### config.mk
export PLATFORM = sky130hd
export DESIGN_NAME = neuron_mac_unit
export DESIGN_NICKNAME = d
export VERILOG_FILES = /design/src/rtl/nn_pkg.sv /design/src/rtl/nn_relu_sat.sv /design/src/rtl/neuron_mac_unit.sv
export SDC_FILE = /design/constraint.sdc
export NUM_CORES = 1
export LEC_CHECK = 0
export BUFFER_PORTS_ARGS = -buffer_cell sky130_fd_sc_hd__buf_4
export CORE_MARGIN = 1
export CORE_UTILIZATION = 29
export CTS_BUF_LIST = sky130_fd_sc_hd__clkbuf_16
export DETAILED_ROUTE_END_ITERATION = 8
export GPL_TIMING_DRIVEN = 0
export HOLD_SLACK_MARGIN = 0.05
export PLACE_DENSITY = 0.45
export SYNTH_ARGS = -nofsm -noshare
export SYNTH_HDL_FRONTEND = slang
export SYNTH_SLANG_ARGS = --single-unit
### constraint.sdc
create_clock -name clk_i -period 4.8 [get_ports clk_i]
set_clock_uncertainty 0.15 [all_clocks]
set_input_delay 0 -clock clk_i [delete_from_list [all_inputs] [get_ports clk_i]]
set_output_delay 0 -clock clk_i [all_outputs]
set_load 0.02 [all_outputs]
### src/rtl/nn_pkg.sv
// Shared definitions for the neural-network datapath stages.
// Holds default word widths, the layer-run FSM encoding, the token carried
// alongside memory reads, and helpers producing signed saturation bounds.
package nn_pkg;

  localparam int unsigned DefDataW    = 8;
  localparam int unsigned DefAccW     = 20;
  localparam int unsigned DefFracBits = 4;
  localparam int unsigned DefMemLat   = 1;
  localparam int unsigned AddrW       = 8;

  typedef enum logic [1:0] {
    StIdle  = 2'd0,
    StRun   = 2'd1,
    StDrain = 2'd2,
    StDone  = 2'd3
  } state_e;

  // Travels with each read address so it meets the returned memory data.
  typedef struct packed {
    logic             valid;
    logic             last;
    logic             fin;
    logic [AddrW-1:0] addr;
  } token_t;

  // Signed range bounds of a w-bit two's complement word (w <= 31).
  function automatic int sat_max(input int unsigned w);
    return (1 << (w - 1)) - 1;
  endfunction

  function automatic int sat_min(input int unsigned w);
    return -(1 << (w - 1));
  endfunction

endpackage

### src/rtl/nn_relu_sat.sv
// Fixed-point activation: arithmetic right shift by FRAC_BITS followed by a
// saturating ReLU into an unsigned-range DATA_W result (0 .. 2^(DATA_W-1)-1).
// Ports:
//   acc_i : signed accumulator value (ACC_W bits)
//   act_o : activated result (DATA_W bits)
module nn_relu_sat
  import nn_pkg::*;
#(
  parameter int unsigned ACC_W     = DefAccW,
  parameter int unsigned DATA_W    = DefDataW,
  parameter int unsigned FRAC_BITS = DefFracBits
) (
  input  logic signed [ACC_W-1:0]  acc_i,
  output logic        [DATA_W-1:0] act_o
);

  localparam logic [DATA_W-1:0] ActMax = DATA_W'(sat_max(DATA_W));

  logic signed [ACC_W-1:0] shifted;

  assign shifted = acc_i >>> FRAC_BITS;

  always_comb begin
    if (shifted[ACC_W-1]) begin
      act_o = '0;
    end else if (|shifted[ACC_W-2:DATA_W-1]) begin
      // Any set bit at or above the result sign position exceeds ActMax.
      act_o = ActMax;
    end else begin
      act_o = shifted[DATA_W-1:0];
    end
  end

endmodule

### src/rtl/neuron_mac_unit.sv
// Signed multiply-accumulate stage behind the layer address generator.
// Each issued address carries a token down a MEM_LAT-deep delay line so it
// lines up with the returned weight/neuron words. Per neuron the products are
// summed with saturation, then shifted and ReLU-clamped and written back.
// Ports:
//   clk_i, rst_ni          : clock, asynchronous active-low reset
//   start_i                : layer start pulse (also drives the generator)
//   neuron_finished_i      : current address is a neuron's last input
//   finished_i             : current address is the layer's last input
//   neuro_write_addr_i     : write address of the current neuron
//   weight_data_i          : weight memory read data
//   neuro_data_i           : neuron memory read data
//   wr_en_o/wr_addr_o/wr_data_o : neuron memory write port
//   busy_o                 : run in progress (RUN or DRAIN)
//   done_o                 : one-cycle pulse after the layer's last write
module neuron_mac_unit
  import nn_pkg::*;
#(
  parameter int unsigned DATA_W    = DefDataW,
  parameter int unsigned ACC_W     = DefAccW,
  parameter int unsigned FRAC_BITS = DefFracBits,
  parameter int unsigned MEM_LAT   = DefMemLat
) (
  input  logic              clk_i,
  input  logic              rst_ni,
  input  logic              start_i,
  input  logic              neuron_finished_i,
  input  logic              finished_i,
  input  logic [AddrW-1:0]  neuro_write_addr_i,
  input  logic [DATA_W-1:0] weight_data_i,
  input  logic [DATA_W-1:0] neuro_data_i,
  output logic              wr_en_o,
  output logic [AddrW-1:0]  wr_addr_o,
  output logic [DATA_W-1:0] wr_data_o,
  output logic              busy_o,
  output logic              done_o
);

  localparam int unsigned    ExtW   = ACC_W + 1 - 2 * DATA_W;
  localparam logic [ACC_W-1:0] AccMax = ACC_W'(sat_max(ACC_W));
  localparam logic [ACC_W-1:0] AccMin = ACC_W'(sat_min(ACC_W));

  state_e state_q, state_d;

  token_t tok_in;
  token_t tok_mem;
  token_t pipe_q [MEM_LAT];
  logic   pipe_busy;
  logic   eff_last;

  logic [2*DATA_W-1:0] prod;
  logic [ACC_W:0]      prod_ext, base_ext, sum_wide;
  logic [ACC_W-1:0]    sum_sat;
  logic [DATA_W-1:0]   act;

  logic [ACC_W-1:0]  acc_q, acc_d;
  logic              first_q, first_d;
  logic              wr_en_q, wr_en_d;
  logic              wr_fin_q, wr_fin_d;
  logic [AddrW-1:0]  wr_addr_q, wr_addr_d;
  logic [DATA_W-1:0] wr_data_q, wr_data_d;

  // Start cycles issue nothing: the generator holds its counters at zero.
  always_comb begin
    tok_in.valid = (state_q == StRun) && !start_i;
    tok_in.last  = neuron_finished_i;
    tok_in.fin   = finished_i;
    tok_in.addr  = neuro_write_addr_i;
  end

  always_ff @(posedge clk_i or negedge rst_ni) begin
    if (!rst_ni) begin
      for (int i = 0; i < MEM_LAT; i++) pipe_q[i] <= '0;
    end else begin
      pipe_q[0] <= tok_in;
      for (int i = 1; i < MEM_LAT; i++) pipe_q[i] <= pipe_q[i-1];
    end
  end

  always_comb begin
    pipe_busy = 1'b0;
    for (int i = 0; i < MEM_LAT; i++) pipe_busy = pipe_busy | pipe_q[i].valid;
  end

  assign tok_mem  = pipe_q[MEM_LAT-1];
  // A final input also closes its neuron so nothing is left unwritten.
  assign eff_last = tok_mem.last | tok_mem.fin;

  // Operands sign-extended so the low 2*DATA_W bits hold the signed product.
  assign prod = {{DATA_W{weight_data_i[DATA_W-1]}}, weight_data_i} *
                {{DATA_W{neuro_data_i[DATA_W-1]}}, neuro_data_i};

  always_comb begin
    prod_ext = {{ExtW{prod[2*DATA_W-1]}}, prod};
    base_ext = first_q ? '0 : {acc_q[ACC_W-1], acc_q};
    sum_wide = base_ext + prod_ext;
    if (sum_wide[ACC_W] != sum_wide[ACC_W-1]) begin
      sum_sat = sum_wide[ACC_W] ? AccMin : AccMax;
    end else begin
      sum_sat = sum_wide[ACC_W-1:0];
    end
  end

  nn_relu_sat #(
    .ACC_W    (ACC_W),
    .DATA_W   (DATA_W),
    .FRAC_BITS(FRAC_BITS)
  ) u_relu (
    .acc_i(sum_sat),
    .act_o(act)
  );

  always_comb begin
    acc_d     = acc_q;
    first_d   = first_q;
    wr_en_d   = 1'b0;
    wr_fin_d  = 1'b0;
    wr_addr_d = wr_addr_q;
    wr_data_d = wr_data_q;
    if (tok_mem.valid) begin
      acc_d   = sum_sat;
      first_d = eff_last;
      if (eff_last) begin
        wr_en_d   = 1'b1;
        wr_fin_d  = tok_mem.fin;
        wr_addr_d = tok_mem.addr;
        wr_data_d = act;
      end
    end else if (state_q == StIdle) begin
      first_d = 1'b1;
    end
  end

  always_comb begin
    state_d = state_q;
    unique case (state_q)
      StIdle:  if (start_i) state_d = StRun;
      StRun:   if (tok_in.valid && tok_in.fin) state_d = StDrain;
      StDrain: if (!pipe_busy && wr_en_q && wr_fin_q) state_d = StDone;
      StDone:  state_d = StIdle;
      default: state_d = StIdle;
    endcase
  end

  always_ff @(posedge clk_i or negedge rst_ni) begin
    if (!rst_ni) begin
      state_q   <= StIdle;
      acc_q     <= '0;
      first_q   <= 1'b1;
      wr_en_q   <= 1'b0;
      wr_fin_q  <= 1'b0;
      wr_addr_q <= '0;
      wr_data_q <= '0;
    end else begin
      state_q   <= state_d;
      acc_q     <= acc_d;
      first_q   <= first_d;
      wr_en_q   <= wr_en_d;
      wr_fin_q  <= wr_fin_d;
      wr_addr_q <= wr_addr_d;
      wr_data_q <= wr_data_d;
    end
  end

  assign wr_en_o   = wr_en_q;
  assign wr_addr_o = wr_addr_q;
  assign wr_data_o = wr_data_q;
  assign busy_o    = (state_q == StRun) || (state_q == StDrain);
  assign done_o    = (state_q == StDone);

endmodule

Word-level counts from Yosys, hierarchy flattened:

Index checks and enable logic that the tools add are counted.

* bitwise operators: 1
* equality and inequality tests: 7
* reduce and logical (&&, ||, !) cells: 12
* $add $sub $neg: 1
* $lt $le $gt $ge: 0
* shift operators: 0
* multiplexer cells: 15
* div/mod/pow operators: 0
* multipliers: 1

Operators by type and width (number)
* 20-bit 2-to-1 mux: 2
* 21-bit adder: 1
* 21-bit 2-to-1 mux: 1
* 8-bit by 8-bit multiplier with 16-bit output: 1
* 8-bit 2-to-1 mux: 2
* 9-bit OR reduction: 1
* 2-bit case mux with 4 select lines: 1
* 1-bit 2-to-1 mux: 6
* 2-bit 2-to-1 mux: 3
* 2-bit equality test, second input constant: 2
* 1-bit logical AND: 4
* 2-bit != test, second input constant: 2
* 3-bit AND reduction: 1
* 2-bit by 1-bit equality test with 1-bit output, second input constant: 1
* 1-bit zero test: 2
* 2-bit zero test: 1
* 2-bit by 1-bit != test with 1-bit output, second input constant: 1
* 2-bit AND reduction: 1
* 2-bit nonzero test: 1
* 1-bit logical OR: 1
* 1-bit != test: 1
* 1-bit OR: 1

* latch bits: 0
* bits in writable memories: 0
* output and inout port bits: 19
* memories kept: 0
* bits of input ports: 29
* memory bits (read-only): 0
* logic and storage cells: 48
* bits in registers: 52

Depth between registers and ports, before layout:

* word-level depth: 7
* gate-level depth with buffers: 36
* gate-level depth less buffers: 35

By module:

Synthesis repeated with hierarchy kept, for this count alone.

* cell total of the unflattened synthesis: 580
* area total of the unflattened synthesis: 5886.9 um2

Modules (own cells, without submodules)
* neuron_mac_unit: times used 1, area each 5780.5 um2, cells each 562, seq. area each 1302.5 um2
* nn_relu_sat: times used 1, area each 106.4 um2, cells each 18, seq. area each 0.0 um2

Least setup slack after synthesis:

No wires, ideal clock.

* path kind: input -> register
* start: input port neuro_data_i[4]
* end: register wr_data_q[0] (netlist: wr_data_o[0])
* path buffers: 2
* stages on the path: 33
* library setup time: 0.148 ns
* required time: 4.502 ns
* setup slack: -2.560 ns
* data arrival time: 7.062 ns
* cells stage by stage: and2_1 > fa_1 > inv_1 > fa_1 > inv_1 > fa_1 > inv_1 > fa_1 > inv_1 > ha_1 > a21oi_1 > o21bai_1 > a21oi_1 > o21bai_1 > a21oi_1 > xnor2_1 > ha_1 > nor3_1 > nor3_2 > a211o_1 > a21oi_1 > a211oi_1 > a311oi_1 > xnor2_1 > ha_1 > buf_2 > inv_1 > clkbuf_1 > a311o_1 > a211oi_1 > nand2_1 > nor4_4 > a41oi_1

* word-level cells in the longest chain between the ends: 7
* elaborated cells on any way between the ends: 8
* those cells by class: add/sub (1); mul (1); eq/ne (1); mux (4); reduce/logical (1)

RTL lines
* start, declared: line neuron_mac_unit.sv:31 `input logic [DATA_W-1:0] neuro_data_i,`
* 8-bit by 8-bit multiplier with 16-bit output (*): line neuron_mac_unit.sv:90 `assign prod = {{DATA_W{weight_data_i[DATA_W-1]}}, weight_data_i} *`
* 21-bit adder (*): line neuron_mac_unit.sv:96 `sum_wide = base_ext + prod_ext;`
* 20-bit 2-to-1 mux or 1-bit != test (tied branches): line neuron_mac_unit.sv:98, neuron_mac_unit.sv:97
* 20-bit 2-to-1 mux (*): line neuron_mac_unit.sv:97 `if (sum_wide[ACC_W] != sum_wide[ACC_W-1]) begin`
* 9-bit OR reduction: line nn_relu_sat.sv:26 `end else if (|shifted[ACC_W-2:DATA_W-1]) begin`
* 8-bit 2-to-1 mux: line nn_relu_sat.sv:26
* 8-bit 2-to-1 mux (*): line nn_relu_sat.sv:24 `if (shifted[ACC_W-1]) begin`
* end signal, assigned: line neuron_mac_unit.sv:161 `wr_data_q <= wr_data_d;`
* end, declared: line neuron_mac_unit.sv:61 `logic [DATA_W-1:0] wr_data_q, wr_data_d;`

Every way passes the cells marked *; elsewhere a longest branch is shown, timed or not.
A chain may end at the register's enable or synchronous reset.

Worst setup path in the final report:

* start: input port weight_data_i[5]
* end: register wr_data_q[6] (netlist: wr_data_o[6])

* word-level cells in the longest chain between the ends: 7
* elaborated cells on any way between the ends: 8
* those cells by class: add/sub (1); mul (1); eq/ne (1); mux (4); reduce/logical (1)

RTL lines
* start, declared: line neuron_mac_unit.sv:30 `input logic [DATA_W-1:0] weight_data_i,`
* 8-bit by 8-bit multiplier with 16-bit output (*): line neuron_mac_unit.sv:90
* 21-bit adder (*): line neuron_mac_unit.sv:96
* 20-bit 2-to-1 mux or 1-bit != test (tied branches): line neuron_mac_unit.sv:98, neuron_mac_unit.sv:97
* 20-bit 2-to-1 mux (*): line neuron_mac_unit.sv:97
* 9-bit OR reduction: line nn_relu_sat.sv:26
* 8-bit 2-to-1 mux: line nn_relu_sat.sv:26
* 8-bit 2-to-1 mux (*): line nn_relu_sat.sv:24

Marks and branches as above.

==> impl_metrics.py <==
metrics = {
    "status": {
        "outcome": "finished with violations",
        "violations": "negative setup slack",
    },
    "timing": {
        "fin_ws_ns": -2.12,
        "post-route-period-util": 1.44,
        "maxSlewViolCount": 0,
        "timing.max_slew.rel_slack": 0.409,
        "fmax_ghz": 0.145,
        "rsz0062_at_grt": "yes",
        "period_minus_slack_ns": 6.92,
        "finalSetupViolations": 27,
        "max_slew.worst_pin.slew_ns": 0.880,
        "hold_viol": 0,
    },
    "route": {
        "antenna_left": 0,
        "post_drt_wl_per_cell_um": 15.5,
        "drtIter0Drc": 243,
        "drt_drc_violations_left": 0,
        "num_vias": 4923,
        "viasPerCell": 4.87,
        "routed_wl_um": 15700,
        "dr.pass1.iters": 4,
    },
    "cells_and_area": {
        "final_nets": 883,
        "final_cell_mix": "96 x inv_1, 67 x buf_4, 54 x fa_1, 51 x dfrtp_1, 48 x and2_1",
        "drive_gt1_frac": 0.261,
        "n_fill_cell": 1979,
        "mostFrequentLayoutCell": "inv_1",
        "syn_to_final_growth_pct": 31.8,
        "antenna_cells": 0,
    },
    "yosys": {
        "synth_xor_area_frac": 0.0415,
        "synth_area_leaders": "dfrtp_1 22%, fa_1 19%, ha_1 11%, inv_1 6.5%, and2_1 5.6%",
        "yosys.area.top_type": "dfrtp_1",
        "muxShareOfSynthArea": 0.0248,
        "synth_cell_types": 61,
        "syn-num-nets": 781,
        "yosysWarnings": 0,
        "yosysSeqAreaShare": 0.220,
        "synth_area_mm2": 0.00591,
        "synthArstFlopShare": 1.00,
        "yosys.area_share.simple": 0.171,
        "synth_top_family_by_area": "adder cells",
        "synth_top_area_share": 0.216,
        "postSynthAreaPerCell_um2": 9.19,
        "synthFlopType": "dfrtp_1",
        "yosys.area_share.adder": 0.302,
        "synth-compound-area-share": 0.164,
        "synth_edf_count": 0,
        "synth-seq-cells": 52,
        "synthCells": 643,
    },
    "grt": {
        "grt.total_usage": 0.162,
        "grt_antenna_before_repair": 0,
        "grt_max_degree": 53,
        "grt_overflow": 0,
        "grt_first_pass_wirelength_um": 26300,
        "grt_pass1_vias": 5165,
    },
    "worst_setup_path": {
        "critPathBufInv": 10,
        "startpoint_type": "input pin",
        "critPathTopFamily": "adder cells",
        "r2r_slack_ns": -0.76,
        "end_kind": "flop",
        "cp.depth": 34,
        "critPathMaxStageDelay_ns": 0.53,
        "required_ns": 4.80,
        "path_common_cell": "fa_1",
        "arrival_ns": 6.91,
        "rr_worst_depth": 22,
        "crit_type": "in2reg",
        "cp_slowest_cell": "fa_1",
        "critPathMaxFanout": 7,
    },
    "die": {
        "die_w_um": 145,
        "io-pin-count": 48,
        "die-area_mm2": 0.0210,
        "die_h_um": 145,
        "placementRows": 51,
        "coreArea_mm2": 0.0197,
        "start_util": 0.300,
    },
    "clock_network": {
        "cts_buffer_depth": 2,
        "cts_tree": "done",
        "path_clk_slew_ns": 0.06,
        "htreeDepth": 2,
        "cts_root_buf": "clkbuf_16",
        "numClockSinks": 52,
        "numCtsBuffers": 5,
        "clock_latency_ns": 0.29,
    },
    "placement": {
        "post-place-ws_ns": -3.32,
        "port_buffers": 47,
        "dp_hpwl_um": 12100,
        "place_congestion": 0.844,
    },
    "hold_path": {
        "hold_class": "in2async",
    },
    "run": {
        "maxCapViolations": 0,
    },
}
-- repair_timing --
action	CTS	global route
buffers inserted	26	11
endpoints found under the hold margin	64	0
gates resized for setup	75	25
pin swaps	44	22
hold buffers	12	0
setup endpoints to repair	27	27
cloned	1	0
-- cells by family (layout without fill, tap and decap cells) --
kind of cell	count (synthesis)	in the layout
mux	13	13
buf+inv	117	220
xor+xnor	28	28
fa+ha+maj	109	109
simple gates	186	186
flops	52	52
compound gates	138	138
-- per-layer routing --
layer / wire length (µm) / track usage / vias to the layer above / share of wire
li1: - / - / 2370 / -
met1: 7380 / 0.219 / 2457 / 0.47
met2: 7530 / 0.279 / 88 / 0.48
met3: 647 / 0.0211 / 8 / 0.041
met4: 89 / 0.0222 / 0 / 0.0057
met5: 0 / 0 / - / 0
-- cell type report --
cell class                 count  area (µm²)  share of cell area
multi-input combinational    474        4640               0.595
sequential                    52        1300               0.167
timing repair buffer          95         858               0.110
inverter                     103         392              0.0503
tap                          265         332              0.0425
clock buffer                   5         125              0.0161
buffer                        14         110              0.0141
clock inverter                 3        37.5             0.00482
-- worst paths after layout --
| check | start | end |
|---|---|---|
| setup / recovery | weight_data_i[5] | wr_data_o[6] |
| hold / removal | rst_ni | pipe_q[4] |
| setup reg to reg | first_q | wr_data_o[6] |
| hold reg to reg | pipe_q[2] | wr_addr_o[2] |
| max in group asynchronous | rst_ni | wr_data_o[6] |
| min in group clk_i | neuro_write_addr_i[4] | pipe_q[4] |
-- Yosys cell counts (2+ instances only) --
library cell / instances
buf_2: 2
and3_1: 2
o21a_1: 9
a211o_1: 4
a21oi_1: 32
a21o_1: 9
nand3_1: 5
fa_1: 56
dfrtp_1: 51
o21ai_1: 4
nor2_1: 32
ha_1: 53
or3_1: 4
nor4_1: 2
a21boi_0: 3
or2_2: 2
nand3b_1: 2
nor2b_1: 31
a211oi_1: 10
o21ai_0: 16
a31oi_1: 13
o21bai_1: 3
o2111ai_1: 2
a41oi_1: 8
clkbuf_1: 11
xnor2_1: 20
xor2_1: 8
mux2_2: 10
nand4_1: 5
nor3_1: 7
nand2_1: 33
and2_1: 53
o211a_1: 2
mux2i_1: 2
inv_1: 102
o211ai_1: 5
o31ai_1: 3
nand2b_1: 3
a221oi_1: 2
-- per-stage QoR --
step | utilization | setup TNS [ns] | cells | hold WS [ns] | area, µm²
2_1_floorplan | - | -37.34 | 643 | -0.446 | 6060
3_3_place_gp | 0.342 | -68.79 | 955 | -0.0676 | 6740
3_5_place_dp | 0.342 | -68.75 | 955 | -0.0662 | 6740
4_1_cts | 0.386 | -50.35 | 1002 | 0.170 | 7620
5_1_grt | 0.395 | -54.84 | 1011 | 0.205 | 7790
6_report | 0.395 | -46.53 | 1011 | 0.139 | 7790
-- registers in the layout, summed over array words and instances, names as in the netlist --
name and count:
first_q 1, state_q 2, wr_fin_q 1, wr_en_o 1
pipe_q 10, wr_data_o 8, pipe_busy 1, acc_q 20
wr_addr_o 8
Power is not shown: default switching activity piles up to over one toggle a cycle in this logic, so the estimate is an artifact.
